File: src/rtl/xmatch_win_feeder.sv
`default_nettype none
// ============================================================================
// Module   : xmatch_win_feeder
// Brief    : Turns raster-order core/search pixel pairs into packed region and
//            centred core windows, one per valid search position.
// Revision : 1.0 - initial release
// ============================================================================
module xmatch_win_feeder #(
    parameter int DATA_DEPT = 4,
    parameter int REWIN_W   = 8,
    parameter int REWIN_H   = 8,
    parameter int COWIN_W   = 2,
    parameter int COWIN_H   = 2,
    parameter int IMG_W     = 64,
    parameter int IMG_H     = 48
) (
    input  logic                                 clk,
    input  logic                                 rst,
    input  logic                                 in_valid,
    output logic                                 in_ready,
    input  logic                                 in_sof,
    input  logic [DATA_DEPT-1:0]                 in_core_px,
    input  logic [DATA_DEPT-1:0]                 in_reg_px,
    output logic                                 out_valid,
    input  logic                                 out_ready,
    output logic [DATA_DEPT*COWIN_W*COWIN_H-1:0] coreWin,
    output logic [DATA_DEPT*REWIN_W*REWIN_H-1:0] RegionWin,
    output logic [$clog2(IMG_W)-1:0]             out_x,
    output logic [$clog2(IMG_H)-1:0]             out_y,
    output logic                                 out_eof,
    output logic                                 err_sync
);
    localparam int c_XW    = $clog2(IMG_W);
    localparam int c_YW    = $clog2(IMG_H);
    localparam int c_OFF_W = (REWIN_W - COWIN_W) / 2;
    localparam int c_OFF_H = (REWIN_H - COWIN_H) / 2;

    localparam logic [c_XW-1:0] c_X_LAST  = c_XW'(IMG_W - 1);
    localparam logic [c_YW-1:0] c_Y_LAST  = c_YW'(IMG_H - 1);
    localparam logic [c_XW-1:0] c_X_FIRST = c_XW'(REWIN_W - 1);
    localparam logic [c_YW-1:0] c_Y_FIRST = c_YW'(REWIN_H - 1);

    localparam logic [0:0] c_S_IDLE   = 1'b0;
    localparam logic [0:0] c_S_ACTIVE = 1'b1;

    logic [0:0]      r_state, w_stateNext;
    logic [c_XW-1:0] r_x, w_xNext, w_pxX;
    logic [c_YW-1:0] r_y, w_yNext, w_pxY;
    logic            w_accept, w_take, w_last, w_complete, w_errSet;

    // Line buffers: index 0 holds the oldest buffered row, REWIN_H-2 the previous row.
    logic [DATA_DEPT-1:0] r_regLine  [REWIN_H-1][IMG_W];
    logic [DATA_DEPT-1:0] r_coreLine [REWIN_H-1][IMG_W];
    logic [DATA_DEPT-1:0] r_regSh    [REWIN_H][REWIN_W];
    logic [DATA_DEPT-1:0] r_coreSh   [REWIN_H][REWIN_W];
    logic [DATA_DEPT-1:0] w_regCol   [REWIN_H];
    logic [DATA_DEPT-1:0] w_coreCol  [REWIN_H];
    logic [DATA_DEPT-1:0] w_regShNext  [REWIN_H][REWIN_W];
    logic [DATA_DEPT-1:0] w_coreShNext [REWIN_H][REWIN_W];
    logic [DATA_DEPT*REWIN_W*REWIN_H-1:0] w_regWin;
    logic [DATA_DEPT*COWIN_W*COWIN_H-1:0] w_coreWin;

    assign in_ready = !out_valid || out_ready;

    always_ff @(posedge clk or posedge rst) begin
        if (rst) begin
            r_state <= c_S_IDLE;
            r_x     <= '0;
            r_y     <= '0;
        end else begin
            r_state <= w_stateNext;
            r_x     <= w_xNext;
            r_y     <= w_yNext;
        end
    end

    always_comb begin
        w_accept    = in_valid && in_ready;
        w_stateNext = r_state;
        w_xNext     = r_x;
        w_yNext     = r_y;
        w_pxX       = r_x;
        w_pxY       = r_y;
        w_take      = 1'b0;
        w_errSet    = 1'b0;
        w_last      = 1'b0;
        if (w_accept) begin
            if (in_sof) begin
                // A start-of-frame always restarts at (0,0); mid-frame it is also a sync error.
                w_pxX       = '0;
                w_pxY       = '0;
                w_take      = 1'b1;
                w_errSet    = (r_state == c_S_ACTIVE);
                w_stateNext = c_S_ACTIVE;
            end else if (r_state == c_S_IDLE) begin
                w_errSet = 1'b1;
            end else begin
                w_take = 1'b1;
            end
            if (w_take) begin
                w_last = (w_pxX == c_X_LAST) && (w_pxY == c_Y_LAST);
                if (w_pxX == c_X_LAST) begin
                    w_xNext = '0;
                    w_yNext = w_last ? '0 : w_pxY + c_YW'(1);
                end else begin
                    w_xNext = w_pxX + c_XW'(1);
                    w_yNext = w_pxY;
                end
                if (w_last) begin
                    w_stateNext = c_S_IDLE;
                end
            end
        end
        w_complete = w_take && (w_pxX >= c_X_FIRST) && (w_pxY >= c_Y_FIRST);
    end

    always_comb begin
        for (int r = 0; r < REWIN_H - 1; r++) begin
            w_regCol[r]  = r_regLine[r][w_pxX];
            w_coreCol[r] = r_coreLine[r][w_pxX];
        end
        w_regCol[REWIN_H-1]  = in_reg_px;
        w_coreCol[REWIN_H-1] = in_core_px;
        for (int r = 0; r < REWIN_H; r++) begin
            for (int c = 0; c < REWIN_W - 1; c++) begin
                w_regShNext[r][c]  = r_regSh[r][c+1];
                w_coreShNext[r][c] = r_coreSh[r][c+1];
            end
            w_regShNext[r][REWIN_W-1]  = w_regCol[r];
            w_coreShNext[r][REWIN_W-1] = w_coreCol[r];
        end
        w_regWin  = '0;
        w_coreWin = '0;
        for (int r = 0; r < REWIN_H; r++) begin
            for (int c = 0; c < REWIN_W; c++) begin
                w_regWin[DATA_DEPT*(r*REWIN_W+c) +: DATA_DEPT] = w_regShNext[r][c];
            end
        end
        for (int r = 0; r < COWIN_H; r++) begin
            for (int c = 0; c < COWIN_W; c++) begin
                w_coreWin[DATA_DEPT*(r*COWIN_W+c) +: DATA_DEPT] = w_coreShNext[c_OFF_H+r][c_OFF_W+c];
            end
        end
    end

    // Storage needs no reset: stale contents only ever feed windows that are never emitted.
    always_ff @(posedge clk) begin
        if (w_take) begin
            for (int r = 0; r < REWIN_H - 2; r++) begin
                r_regLine[r][w_pxX]  <= r_regLine[r+1][w_pxX];
                r_coreLine[r][w_pxX] <= r_coreLine[r+1][w_pxX];
            end
            r_regLine[REWIN_H-2][w_pxX]  <= in_reg_px;
            r_coreLine[REWIN_H-2][w_pxX] <= in_core_px;
            r_regSh  <= w_regShNext;
            r_coreSh <= w_coreShNext;
        end
    end

    always_ff @(posedge clk or posedge rst) begin
        if (rst) begin
            out_valid <= 1'b0;
            out_x     <= '0;
            out_y     <= '0;
            out_eof   <= 1'b0;
            err_sync  <= 1'b0;
            coreWin   <= '0;
            RegionWin <= '0;
        end else begin
            if (w_complete) begin
                out_valid <= 1'b1;
                RegionWin <= w_regWin;
                coreWin   <= w_coreWin;
                out_x     <= w_pxX - c_X_FIRST;
                out_y     <= w_pxY - c_Y_FIRST;
                out_eof   <= w_last;
            end else if (out_ready) begin
                out_valid <= 1'b0;
            end
            if (w_errSet) begin
                err_sync <= 1'b1;
            end
        end
    end
endmodule
`default_nettype wire

File: config.mk
export PLATFORM = sky130hd
export DESIGN_NAME = xmatch_win_feeder
export DESIGN_NICKNAME = d
export VERILOG_FILES = /design/src/rtl/xmatch_win_feeder.sv
export SDC_FILE = /design/constraint.sdc
export NUM_CORES = 2
export LEC_CHECK = 0
export ABC_AREA = 1
export CAP_MARGIN = 20
export CELL_PAD_IN_SITES_DETAIL_PLACEMENT = 1
export CELL_PAD_IN_SITES_GLOBAL_PLACEMENT = 2
export CORE_MARGIN = 2
export CORE_UTILIZATION = 46
export DETAILED_ROUTE_END_ITERATION = 16
export PLACE_DENSITY_LB_ADDON = 0.1
export SLEW_MARGIN = 40
export SYNTH_ARGS = -nofsm -noshare
export SYNTH_HDL_FRONTEND = slang
export SYNTH_SLANG_ARGS = --single-unit
File: constraint.sdc
create_clock -name clk -period 22 [get_ports clk]
set_input_delay 3.3 -clock clk [delete_from_list [all_inputs] [get_ports clk]]
set_output_delay 3.3 -clock clk [all_outputs]
set_load 0.05 [all_outputs]
# ---- After elaboration in Yosys (flattened, before gate mapping)
# Memories as Yosys holds them, arrays and structs flattened.
# Index checks and enable logic that the tools add are counted.
dict set report totals {
  reg_bits 556
  mem_count 2
  word_cells 162
  out_inout_bits 288
  input_bits 13
  rom_bits 0
  ramBits 3584
  latchBits 0
}
# memory depth word_bits read_ports rd_clocked_by_memory_dff wr line
set mem_list {}
lappend mem_list {r_coreLine 7 256 6 0 7 53} ;# logic [DATA_DEPT-1:0] r_coreLine [REWIN_H-1][IMG_W];
lappend mem_list {r_regLine 7 256 7 0 7 52} ;# logic [DATA_DEPT-1:0] r_regLine [REWIN_H-1][IMG_W];
dict set report op_classes {
  div_mod_pow 0
  muxes 66
  reduce_logical 9
  magnitude_cmp 4
  eq_ne 2
  mul 0
  shift 0
  bitwise_logic 1
  n_addsub 4
}
# operator count
set op_table {}
lappend op_table {{$bmux 4 s6} 13}
lappend op_table {{$mux 256} 1}
lappend op_table {{$mux 4} 27}
lappend op_table {{$mux 6} 9}
lappend op_table {{$demux 4 s6} 1}
lappend op_table {{$mux 1} 15}
lappend op_table {{$add 6x1->6 const B} 2}
lappend op_table {{$eq 6x6->1 const B} 2}
lappend op_table {{$ge 6x3->1 const B} 2}
lappend op_table {{$sub 6x3->6 const B} 2}
lappend op_table {{$ge 7x7->1 const B} 1}
lappend op_table {{$lt 7x1->1 const B} 1}
lappend op_table {{$not 6->7} 1}
lappend op_table {{$logic_and 1x1->1} 5}
lappend op_table {{$reduce_and 2->1} 1}
lappend op_table {{$reduce_bool 2->1} 1}
lappend op_table {{$logic_not 1->1} 1}
lappend op_table {{$logic_or 1x1->1} 1}

# ---- Depth between registers and ports, before layout
dict set report depth {
  word_depth 11
  ltp_mapped 20
  mapped_depth_nobuf 17
}

# ---- Worst setup path before layout
# No wires, ideal clock.
dict set report synth_path {
  path_type {input port to flip-flop}
  from {input out_ready}
  to {register r_x[1]}
  path_slack_ns 10.250
  stages 6
  arrival_time_ns 11.273
  setup_ns 0.477
  path_buffers 1
  required_time_ns 21.523
  cell_sequence {inv_2 -> nand2_2 -> nand2_1 -> nor2_1 -> clkbuf_1 -> o21ai_0}
}
dict set report synth_between {
  elab_chain_len 3
}
# item line
set synth_lines {}
lappend synth_lines {{start, declared} 25} ;# input logic out_ready,
lappend synth_lines {{$logic_or 1x1->1} 63} ;# assign in_ready = !out_valid || out_ready;
lappend synth_lines {{named net in_ready} 20} ;# output logic in_ready,
lappend synth_lines {{$logic_and 1x1->1} 78} ;# w_accept = in_valid && in_ready;
lappend synth_lines {{$reduce_and 2->1 (no source line)} n/a}
lappend synth_lines {{end signal, assigned} 72} ;# r_x <= w_xNext;
lappend synth_lines {{end, declared} 47} ;# logic [c_XW-1:0] r_x, w_xNext, w_pxX;
# The timed path passes the listed nets, and every way through them passes these cells.
# A chain may end at the register's enable or synchronous reset.

==> flow_metrics.py <==
metrics = {
    "run_status": {
        "outcome": "finished clean",
    },
    "timing": {
        "final.min_clock_period_ps": 9510,
        "maxSlewViolCount": 0,
        "tns_ps": 0,
        "slew_headroom": 0.376,
        "final_hold_viol_count": 0,
        "layout_setup_ws_ps": 12490,
        "skew_ps": 55.4,
        "worst_slew_pin_slew_ps": 935,
        "setup_viol": 0,
        "fmax_ghz": 0.105,
        "period_share": 0.432,
        "rsz0062_at_grt": "no",
    },
    "synthesis": {
        "syn-cell-area_um2": 135000,
        "synth_edf_count": 3072,
        "synth-seq-cells": 3372,
        "ys_seq_area_frac": 0.737,
        "synthDistinctLibCells": 38,
        "avgSynthCellArea_um2": 11.5,
        "yosysWarnings": 0,
        "synthArstFlopShare": 0.0890,
        "synth_ff_type": "edfxtp_1",
        "syn-instance-count": 11800,
        "synth.net_count": 11800,
    },
    "layout": {
        "final_nets": 12100,
        "final_common_cell": "nand2_1",
        "most-common-layout-cells": "nand2_1, edfxtp_1, nor2_1",
        "areaGrowthSynthToFinish_pct": 14.7,
        "drive_above_1_share": 0.0801,
        "final.fill_count": 30300,
        "finalInstanceArea_um2": 155000,
    },
    "detailed_routing": {
        "vias_per_cell": 5.78,
        "drt_pass1_iterations": 9,
        "wl_um": 483000,
        "drt_iter0_markers": 10300,
        "num_vias": 94000,
        "drtAntennaViolNets": 0,
        "drc_errors": 0,
        "wl_per_cell_um": 29.7,
    },
    "die": {
        "die_h_um": 547,
        "rows": 199,
        "ios": 301,
        "dieArea_um2": 299000,
        "core-area_um2": 293000,
        "dieWidth_um": 547,
        "initial_core_util": 0.462,
    },
    "placement": {
        "finalWeightedCongestion": 0.811,
        "pre_cts_slack_ps": 11720,
        "io_buffer_count": 300,
        "dp_hpwl_um": 258000,
        "postPlaceCellArea_um2": 144000,
    },
    "cts": {
        "path_clk_slew_ps": 60,
        "clock-sinks": 3372,
        "cts_tree": "built",
        "cts_resized": 0,
        "clkLatencyLatePin_ps": 960,
        "cts-root-buf": "clkbuf_16",
        "cts_made_buffers": 362,
        "holdBufCountCts": 0,
        "h-tree-depth": 5,
        "post_cts_buffers": 0,
        "clk_path_buf_depth": 4,
    },
    "global_routing": {
        "overflow": 0,
        "grt_use_total": 0.319,
        "grt_pass1_vias": 96600,
        "grt_pass1_wl_um": 692000,
        "antenna_found_initial": 11,
        "grt_max_degree": 138,
    },
    "setup_path": {
        "endpoint_kind": "register",
        "cp_max_fo": 131,
        "arrival_ps": 10380,
        "criticalPathCategory": "in -> reg",
        "cp-start-kind": "primary input",
        "critPathRequiredTime_ps": 22860,
        "worstRegToRegCells": 20,
    },
    "power": {
        "p_leak_nw": 60.4,
        "power.density_nw_per_um2": 119,
        "ir_drop_uv": 95.6,
    },
    "worst_hold_path": {
        "whs_path_depth": 0,
        "hold_class": "reg -> reg",
    },
    "run": {
        "max_cap_violations": 0,
    },
}
[flip-flops by register name, summed over array words and instances, names as in the netlist, 6 cells and up]
register	cells
r_regLine	1792
r_coreLine	1024
RegionWin	256
r_regSh	224
r_coreSh	32
coreWin	16
out_x	6
out_y	6
r_x	6
r_y	6
[critical path, cell delays in order]
cell and delay, ps:
clkdlybuf4s50_1 900, nand3_4 570, nand2_8 560, buf_12 560, buf_12 510, buf_4 800
buf_4 590, nand2_1 100, nand2_1 80, nand2_1 50, nand2_1 100, nand2_1 50
nand2_1 80, nand2_1 50, nand2_1 230, nor2_1 110, nand2_2 550, buf_4 470
nand2_1 110, nand2_1 90
[where the power goes]
group / total, W / internal (W) / switching [W]
registers: 0.00824 / 0.00800 / 0.000238
logic: 0.00431 / 0.000974 / 0.00333
clock network: 0.00588 / 0.00334 / 0.00254
total: 0.0184 / 0.0123 / 0.00611
[area by class of cell]
type                            instances  area, um2  share of cell area
Clock inverter                        167       1410             0.00906
Timing Repair Buffer                  566       6000              0.0386
Inverter                              390       1520             0.00981
Tap cell                             3919       4900              0.0316
Multi-Input combinational cell       7377      32000               0.206
Sequential cell                      3372      99800               0.642
Clock buffer                          473       9720              0.0626
Antenna cell                            4       10.0           0.0000645
[metrics by stage]
step / power (W) / std cells / hold WS, ps / utilization
6_report: 0.0184 / 16300 / 422 / 0.529
5_1_grt: 0.0190 / 16300 / 427 / 0.529
4_1_cts: 0.0185 / 16300 / 424 / 0.529
3_5_place_dp: 0.0127 / 15600 / 409 / 0.491
3_3_place_gp: 0.0125 / 15600 / 413 / 0.487
2_1_floorplan: 0.0108 / 11800 / 400 / -
[cells in the mapped netlist, types with 5 or more instances]
library cell / number / area [um2]
nand2_2: 5 / 31.3
o21ai_1: 108 / 541
nand2_1: 4491 / 16900
o22ai_1: 5 / 31.3
nand3b_1: 97 / 728
nand3_1: 877 / 4390
a21oi_1: 44 / 220
clkbuf_1: 245 / 920
edfxtp_1: 3072 / 92200
nor2_2: 6 / 37.5
ha_1: 5 / 62.6
inv_1: 376 / 1410
o2111ai_1: 75 / 657
inv_2: 11 / 41.3
o21ai_0: 473 / 2370
nand4_1: 35 / 219
xor2_1: 7 / 61.3
or2_2: 85 / 532
buf_1: 85 / 319
buf_4: 38 / 285
dfrtp_1: 300 / 7510
o21a_1: 16 / 120
nor2_1: 963 / 3610
o211ai_1: 70 / 526
buf_2: 298 / 1490
[path summary, 6_finish.rpt]
| kind | startpoint | slack [ps] | to |
|---|---|---|---|
| min reg2reg | r_coreSh[134] | 420 | r_coreSh[138] |
| max | in_sof | 12490 | RegionWin[223] |
| min | r_coreSh[134] | 420 | r_coreSh[138] |
| min in group asynchronous | rst | 2970 | RegionWin[173] |
| max in group asynchronous | rst | 17280 | RegionWin[0] |
| max reg2reg | out_valid | 15220 | RegionWin[223] |
[routing by layer]
metal	global-route usage	wire, um
met1	0.432	200000
met2	0.529	231000
met3	0.0459	34800
met4	0.112	17600
met5	0	0
[cells by family after synthesis]
| family | after synthesis | share of synthesized area |
|---|---|---|
| AOI/OAI and AO/OA | 799 | 0.0335 |
| adders and majority gates | 5 | 0.000462 |
| xor gates and xnor gates | 7 | 0.000453 |
| DFF | 3372 | 0.737 |
| buffers and inverters | 1060 | 0.0334 |
| and+or+nand+nor | 6566 | 0.196 |
Power figures use the tool's default switching activity.
